## config.mk

```make
export PLATFORM = sky130hd
export DESIGN_NAME = isqrt_seq
export DESIGN_NICKNAME = d
export VERILOG_FILES = /design/src/rtl/isqrt_seq.sv
export SDC_FILE = /design/constraint.sdc
export NUM_CORES = 1
export LEC_CHECK = 0
export CAP_MARGIN = 5
export CELL_PAD_IN_SITES_DETAIL_PLACEMENT = 0
export CELL_PAD_IN_SITES_GLOBAL_PLACEMENT = 1
export CORE_MARGIN = 3
export CORE_UTILIZATION = 37
export CTS_CLUSTER_SIZE = 20
export DETAILED_ROUTE_END_ITERATION = 8
export GPL_TIMING_DRIVEN = 1
export PLACE_DENSITY_LB_ADDON = 0.1
export SLEW_MARGIN = 30
export SYNTH_ARGS = -nofsm -noshare
export SYNTH_HDL_FRONTEND = slang
export SYNTH_SLANG_ARGS = --single-unit
```

## constraint.sdc

```tcl
create_clock -name clk -period 2.2 [get_ports clk]
set_input_delay 0.33 -clock clk [delete_from_list [all_inputs] [get_ports clk]]
set_output_delay 0.33 -clock clk [all_outputs]
set_load 0.01 [all_outputs]
```

## src/rtl/isqrt_seq.sv

```systemverilog
// isqrt_seq: sequential integer square root (digit-by-digit, restoring).
// Resolves one root bit per clock and returns floor(sqrt(x)) together with
// the remainder x - root^2.
//
// Ports:
//   clk        sole clock, rising edge
//   rst        synchronous active-high reset
//   in_valid   operand present on in_data
//   in_ready   unit is idle and can accept an operand
//   in_data    unsigned operand x (WIDTH bits)
//   out_valid  result present on root/rem
//   out_ready  consumer takes the result
//   root       floor(sqrt(x)) (HALF bits)
//   rem        x - root^2 (HALF+1 bits)
module isqrt_seq #(
  parameter  int WIDTH = 6,
  localparam int HALF  = WIDTH / 2
) (
  input  logic            clk,
  input  logic            rst,
  input  logic            in_valid,
  output logic            in_ready,
  input  logic [WIDTH-1:0] in_data,
  output logic            out_valid,
  input  logic            out_ready,
  output logic [HALF-1:0] root,
  output logic [HALF:0]   rem
);

  localparam int CW = (HALF > 1) ? $clog2(HALF) : 1;

  typedef enum logic [1:0] {
    IDLE = 2'd0,
    BUSY = 2'd1,
    DONE = 2'd2
  } state_t;

  state_t state, state_next;

  logic [WIDTH-1:0] op_q;
  logic [HALF-1:0]  root_part;
  logic [HALF+1:0]  rem_part;
  logic [CW-1:0]    cnt;

  logic [HALF+1:0]  trial;
  logic [HALF+1:0]  test;
  logic             take;
  logic [HALF+1:0]  rem_nxt;
  logic [HALF-1:0]  root_nxt;
  logic             accept;
  logic             last_iter;

  // One restoring step. The partial remainder never exceeds twice the
  // partial root, so shifting it left by 2 inside HALF+2 bits is lossless.
  always_comb begin
    trial    = (rem_part << 2) | {{HALF{1'b0}}, op_q[WIDTH-1 -: 2]};
    test     = {root_part, 2'b01};
    take     = (trial >= test);
    rem_nxt  = take ? (trial - test) : trial;
    root_nxt = (root_part << 1) | HALF'(take);
  end

  assign accept    = (state == IDLE) && in_valid;
  assign last_iter = (cnt == '0);

  always_ff @(posedge clk) begin
    if (rst) state <= IDLE;
    else     state <= state_next;
  end

  always_comb begin
    state_next = state;
    in_ready   = 1'b0;
    out_valid  = 1'b0;
    case (state)
      IDLE: begin
        in_ready = 1'b1;
        if (in_valid) state_next = BUSY;
      end
      BUSY: begin
        if (last_iter) state_next = DONE;
      end
      DONE: begin
        out_valid = 1'b1;
        if (out_ready) state_next = IDLE;
      end
      default: state_next = IDLE;
    endcase
  end

  // Datapath. root/rem are separate output registers so the last result
  // stays visible while the next operand is being worked on.
  always_ff @(posedge clk) begin
    if (rst) begin
      op_q      <= '0;
      root_part <= '0;
      rem_part  <= '0;
      cnt       <= '0;
      root      <= '0;
      rem       <= '0;
    end else if (accept) begin
      op_q      <= in_data;
      root_part <= '0;
      rem_part  <= '0;
      cnt       <= CW'(HALF - 1);
    end else if (state == BUSY) begin
      op_q      <= op_q << 2;
      root_part <= root_nxt;
      rem_part  <= rem_nxt;
      if (last_iter) begin
        root <= root_nxt;
        rem  <= rem_nxt[HALF:0];
      end else begin
        cnt <= cnt - 1'b1;
      end
    end
  end

endmodule

```

==> reports/summary.txt, run 1 <==
# hold bufs at CTS: 0
Top post-synthesis cells by count: dfxtp_1 (23), nand2_1 (20), a21oi_1 (18)
Crit start category: flop
Sequential cell area: 460 um^2
Sw frac: 30.3%
TNS Setup: 0 ps
Yosys top cell area share: 43.8%
Critical path class: flop to output port
Via count: 904
Core Rows: 18
Clock Path Buffers: 2
CTS Root Cell: clkbuf_4
Total CTS buffers: 3
Flop pwr share: 52.8%
Final Cell Area: 1290 um^2
IO Count: 19
# DRC: 0
Pin count of the biggest net entering global routing: 17
Sw Pwr: 266 uW
Core box area: 2590 um^2
Final Critical Period: 1780 ps
Crit path capture type: output port
Status: finished clean
Clock power share: 22.8%
WL/cell: 12.9 um
Starting Density: 40.6%
Antenna diodes: 0
Routed Antenna Nets: 0
Max Clock Freq: 0.562 GHz
RSZ-0062 raised after global routing: false
Main synth FF type: dfxtp_1
First-pass GRT wire length: 3970 um
Worst-case headroom to the max-slew limit: 66.8%
Drt total wl: 2270 um
Req. time, crit path: 1870 ps
Final hold slack: 469 ps
Total gr overflow: 0
Synth warn: 0
Seq/Total Area, Yosys: 43.8%
Setup Skew: 5.35 ps
Area delta synth->final: 22.4%
Reg2Reg Setup Slack: 470 ps
Post-DP Area: 1260 um^2
Initial antenna violation count: 0
Ys async rst share: 0%
Synth Instances: 127
Pint: 612 uW
# Max-Cap Violations: 0
Leak Pwr: 0.445 nW
Clock Pin Slew Worst Setup and Hold Paths: 130 ps
1st-iter DRT viols: 15
CP top delay family: buffers and inverters
Crit-path slowest cell: clkdlybuf4s50_1
Clock H-tree levels: 1
CTS tree: done
Via density: 5.17
Worst-path fanout max: 4
Buffers added on ports: 18
Synth cell types: 31
Die area: 3520 um^2
Synth top area cells: dfxtp_1 (44%), a21oi_1 (8.6%), nand2_1 (7.1%), ha_1 (5.9%), nor2_1 (3.6%)
Post-layout util: 49.7%
GP Congestion: 0.719
Comb pwr share: 24.5%
Setup violators final: 0
Multi-input logic area: 548 um^2
Post-DP HPWL: 1670 um
WP buf/inv: 1
CTS sink count: 23
Post-synth EDFFs: 0
VDD IR-drop max: 0.440 mV
Top-count cell post-synth: dfxtp_1
Yosys top cell by area: dfxtp_1
Detailed Routing Iterations Pass 1: 4
Die Span Y: 59.3 um
Syn Area/Cell: 8.29 um^2
Setup bufs post-CTS: 0
Max-slew violations: 0
Overall Global Routing Usage: 14.9%
Final period utilization: 80.8%
Die width: 59.3 um
Vias in the first global route: 932
Final Hold Fails: 0
Register bit total from synthesis: 23
Syn nets: 142
Fill count: 258
Mapped Area: 1050 um^2
Worst-path cell chain: nor2b_1, clkdlybuf4s50_1
Critical Path AT: 1450 ps
Final nets: 161
Slew @ Worst Pin: 499 ps
CTS resizes: 0
Layout cells sized above 1: 7.59%
Max stage delay on crit path: 560 ps
Worst-Skew Late Latency: 310 ps
PwrDens: 682 nW/um^2
Hold WC Path Type: flop to flop
## cells in the final DEF, fill, tap and decap left out, types with 2 or more instances in the layout
cell and instances:
a21oi_1 18, o21ai_0 3, clkdlybuf4s50_1 18, o211ai_1 2, nand2_1 20, a211oi_1 4, ha_1 5, nor2_1 10
nand2b_1 3, dfxtp_1 23, nor2b_1 2, inv_1 5, nand3_1 7, buf_4 2, clkbuf_4 3, a22oi_1 4
## per-stage QoR
step                      setup WS [ps]  total power, mW  cells
final                               421            0.878    175
after global routing                250            0.935    175
after global placement              472            0.688    171
after detailed placement            463            0.691    171
after floorplan                     608            0.618    127
after CTS                           415            0.889    175
## worst register-to-register path: stages (launching register included)
cell	delay, ps
dfxtp_1	400
inv_1	70
ha_1	310
o21ai_0	110
o21ai_2	220
and2_4	210
mux2i_1	210
a211oi_2	90
## final cells by class
type                            count  share of cell area (%)
Clock buffer                        3                    1.75
Inverter                            5                    1.46
Sequential cell                    23                    35.8
Timing Repair Buffer               20                    15.2
Multi-Input combinational cell     93                    42.6
Clock inverter                      1                   0.389
Tap cell                           30                    2.92
## sequential cells by signal, indices dropped and copies added, names as in the netlist
signal	cells
op_q	6
rem	4
rem_part	3
root	3
root_part	3
cnt	2
state	2
## path summary, 6_finish.rpt
| check | start | end | depth (start not counted) |
|---|---|---|---|
| min | root_part[2]$_SDFFE_PP0N_ | root_part[2]$_SDFFE_PP0N_ | 2 |
| max | state[1]$_SDFFE_PP0P_ | out_valid | 2 |
| min reg2reg | root_part[2]$_SDFFE_PP0N_ | root_part[2]$_SDFFE_PP0N_ | 2 |
| max reg2reg | root_part[1]$_SDFFE_PP0N_ | rem[3]$_SDFFE_PP0P_ | 7 |
## logic make-up after synthesis
| group | count (synthesis) | synth area share [%] |
|---|---|---|
| AND/OR/NAND/NOR | 49 | 22.5 |
| adder cells (fa/ha/maj) | 5 | 5.95 |
| multiplexers | 1 | 0.951 |
| flip-flops | 23 | 43.8 |
| buffers and inverters | 11 | 4.16 |
| XOR/XNOR | 2 | 1.66 |
| AO/OA/AOI/OAI | 36 | 21.0 |
## per-layer routing
layer | vias to the layer above | share of wire (%) | wire length [um] | global-route usage (%)
li1 | 474 | - | - | -
met1 | 412 | 46 | 1040 | 17.8
met2 | 14 | 49 | 1110 | 26.4
met3 | 4 | 3.7 | 84 | 3.05
met4 | 0 | 1.5 | 33 | 4.85
met5 | - | 0 | 0 | 0
## power groups by stage
stage	Sequential, mW	Clock [mW]	Combinational, mW
after global placement	0.472	0	0.216
after floorplan	0.473	0	0.146
after global routing	0.468	0.224	0.243
final	0.463	0.200	0.215
after CTS	0.464	0.207	0.219
after detailed placement	0.473	0	0.218
(Power assumes the default switching activity.)
==> run 2, diff against run 1 <==
- CORE_UTILIZATION: 37 -> 33
- clock period: 2.2 -> 1.55 ns (I/O delays scaled with it)
==> run 2 against run 1 <==
Compared with the run above: clock skew down 1.6 ps; sequential share of layout area down 3.5 points; critical endpoint is now rem[2]$_SDFFE_PP0P_; design area up 13%; non-clock buffer count up 11; utilization up 0.29 points.
==> reports/summary.txt, run 2 (synthesis results as in run 1) <==
Status: finished clean
Sequential cell area: 468 um^2
CTS tree: done
Sw frac: 30.0%
Via count: 960
Post-DP HPWL: 1820 um
Crit path launch: root_part[0]$_SDFFE_PP0N_
Max stage delay on crit path: 360 ps
Total gr overflow: 0
Met1 GRT Util: 15.4%
Die area: 3900 um^2
Layout cells sized above 1: 23.1%
1st-iter DRT viols: 41
TNS Setup: 0 ps
Largest register FFs: 6
Final period utilization: 96.6%
Core box area: 2900 um^2
RSZ-0062 raised after global routing: true
Critical Path AT: 1730 ps
Detailed Routing Iterations Pass 1: 4
CTS Root Cell: clkbuf_4
Worst-case headroom to the max-slew limit: 70.9%
First-pass GRT wire length: 4210 um
Buffers added on ports: 18
Starting Density: 36.3%
Die width: 62.5 um
Top reg by flops: op_q
Fill count: 325
IO Count: 19
Top Registers: op_q: 6 flops, rem: 4 flops
CP top delay family: compound AO/OA/AOI/OAI gates
Clock Path Buffers: 2
WP buf/inv: 2
Final Critical Period: 1500 ps
Final Cell Area: 1450 um^2
Pint: 925 uW
Reg-to-reg critical path startpoint: root_part[0]$_SDFFE_PP0N_
WL/cell: 12.4 um
Post-DP Area: 1370 um^2
Pin count of the biggest net entering global routing: 17
Final hold slack: 458 ps
Slew @ Worst Pin: 435 ps
Total CTS buffers: 3
Final Hold Fails: 0
Most common cell after layout, fill and taps aside: nand2_1
Worst-path fanout max: 5
Core Rows: 19
Crit path capture type: flop
Req. time, crit path: 1780 ps
Setup violators final: 0
Routed Antenna Nets: 0
Comb pwr share: 29.4%
Gr busiest metal: met2
Clock power share: 20.9%
Final nets: 172
Max-slew violations: 0
# hold bufs at CTS: 0
Pwr Total: 1.32 mW
Crit start category: flop
GP Congestion: 0.782
Clock Pin Slew Worst Setup and Hold Paths: 120 ps
CTS sink count: 23
Worst-path cell chain: inv_2, ha_4, nor4_4, o21ai_2, buf_4, nand3_1, o21ai_2, a211oi_1
PwrDens: 911 nW/um^2
Drt total wl: 2460 um
Vias in the first global route: 944
Commonest non-fill, non-tap cells in the layout: nand2_1 (20), a21oi_1 (18), dfxtp_1 (17)
Setup Skew: 3.72 ps
Flop pwr share: 49.7%
Via density: 4.85
Most frequent CP cell: o21ai_2
Die Span Y: 62.5 um
M3 GR Usage: 3.78%
Hold path start: in_data[0]
Critical path class: flop to flop
Hold WC Path Type: input pin to flop
Worst-Skew Late Latency: 310 ps
Max Clock Freq: 0.668 GHz
Crit-path slowest cell: dfxtp_2
Overall Global Routing Usage: 13.3%
Leak Pwr: 0.517 nW
Sw Pwr: 396 uW
# Max-Cap Violations: 0
Clock H-tree levels: 1
# DRC: 0
Initial antenna violation count: 0
Area delta synth->final: 37.8%
Antenna diodes: 0
Multi-input logic area: 606 um^2
VDD IR-drop max: 0.497 mV
Met2 usage: 23.4%
## run 2: cell types whose count changed in the layout (fill, tap and decap cells not counted), sizes merged
cell and delta:
buf +11, clkdlybuf4s50 -2, dlygate4sd2 +2, clkbuf +1, clkinv -1
## run 2: power by group through the flow
stage | Clock [mW] | Sequential [mW] | Combinational (mW)
floorplan | 0 | 0.672 | 0.216
global placement | 0 | 0.665 | 0.358
detailed placement | 0 | 0.667 | 0.361
CTS | 0.296 | 0.654 | 0.370
global route | 0.318 | 0.662 | 0.432
finish | 0.277 | 0.656 | 0.388
## run 2: tightest hold or removal path, stage by stage
cell,delay (ps)
clkdlybuf4s50_1,390
nand2_1,50
a21oi_1,50
## run 2: layout make-up
cell class	instances	share of cell area, %
timing repair buffer	31	19.2
sequential	23	32.3
inverter	5	1.29
multi-input combinational	93	41.8
tap	42	3.62
clock buffer	4	1.81
## run 2: metal layers
metal / vias to the layer above / share of wire [%] / wire [um]
li1: 497 / - / -
met1: 439 / 47 / 1150
met2: 20 / 48 / 1170
met3: 4 / 4.1 / 101
met4: 0 / 1.6 / 40
met5: - / 0 / 0
## run 2: stage by stage
step                      setup slack (ps)  cells  util (%)
after floorplan                      0.394    127         -
after global placement                17.4    193      47.3
after detailed placement             -33.9    193      47.3
after CTS                            0.701    197      48.8
after global routing                 -60.8    198      50.0
final                                 52.7    198      50.0
## run 2: timing repair
| item | in CTS | in global routing |
|---|---|---|
| endpoints found under the setup margin | 6 | 7 |
| gates resized for setup | 6 | 10 |
| pin swaps | 1 | 8 |
| buffers inserted | 0 | 1 |
| cloned | 0 | 0 |
## run 2: path summary, 6_finish.rpt
path,end,slack (ps),depth (start not counted)
worst max-delay path,rem[2]$_SDFFE_PP0P_,50,8
worst min-delay path,op_q[0]$_SDFFE_PP0P_,460,3
worst max register to register,rem[2]$_SDFFE_PP0P_,50,8
worst min register to register,rem[0]$_SDFFE_PP0P_,470,2
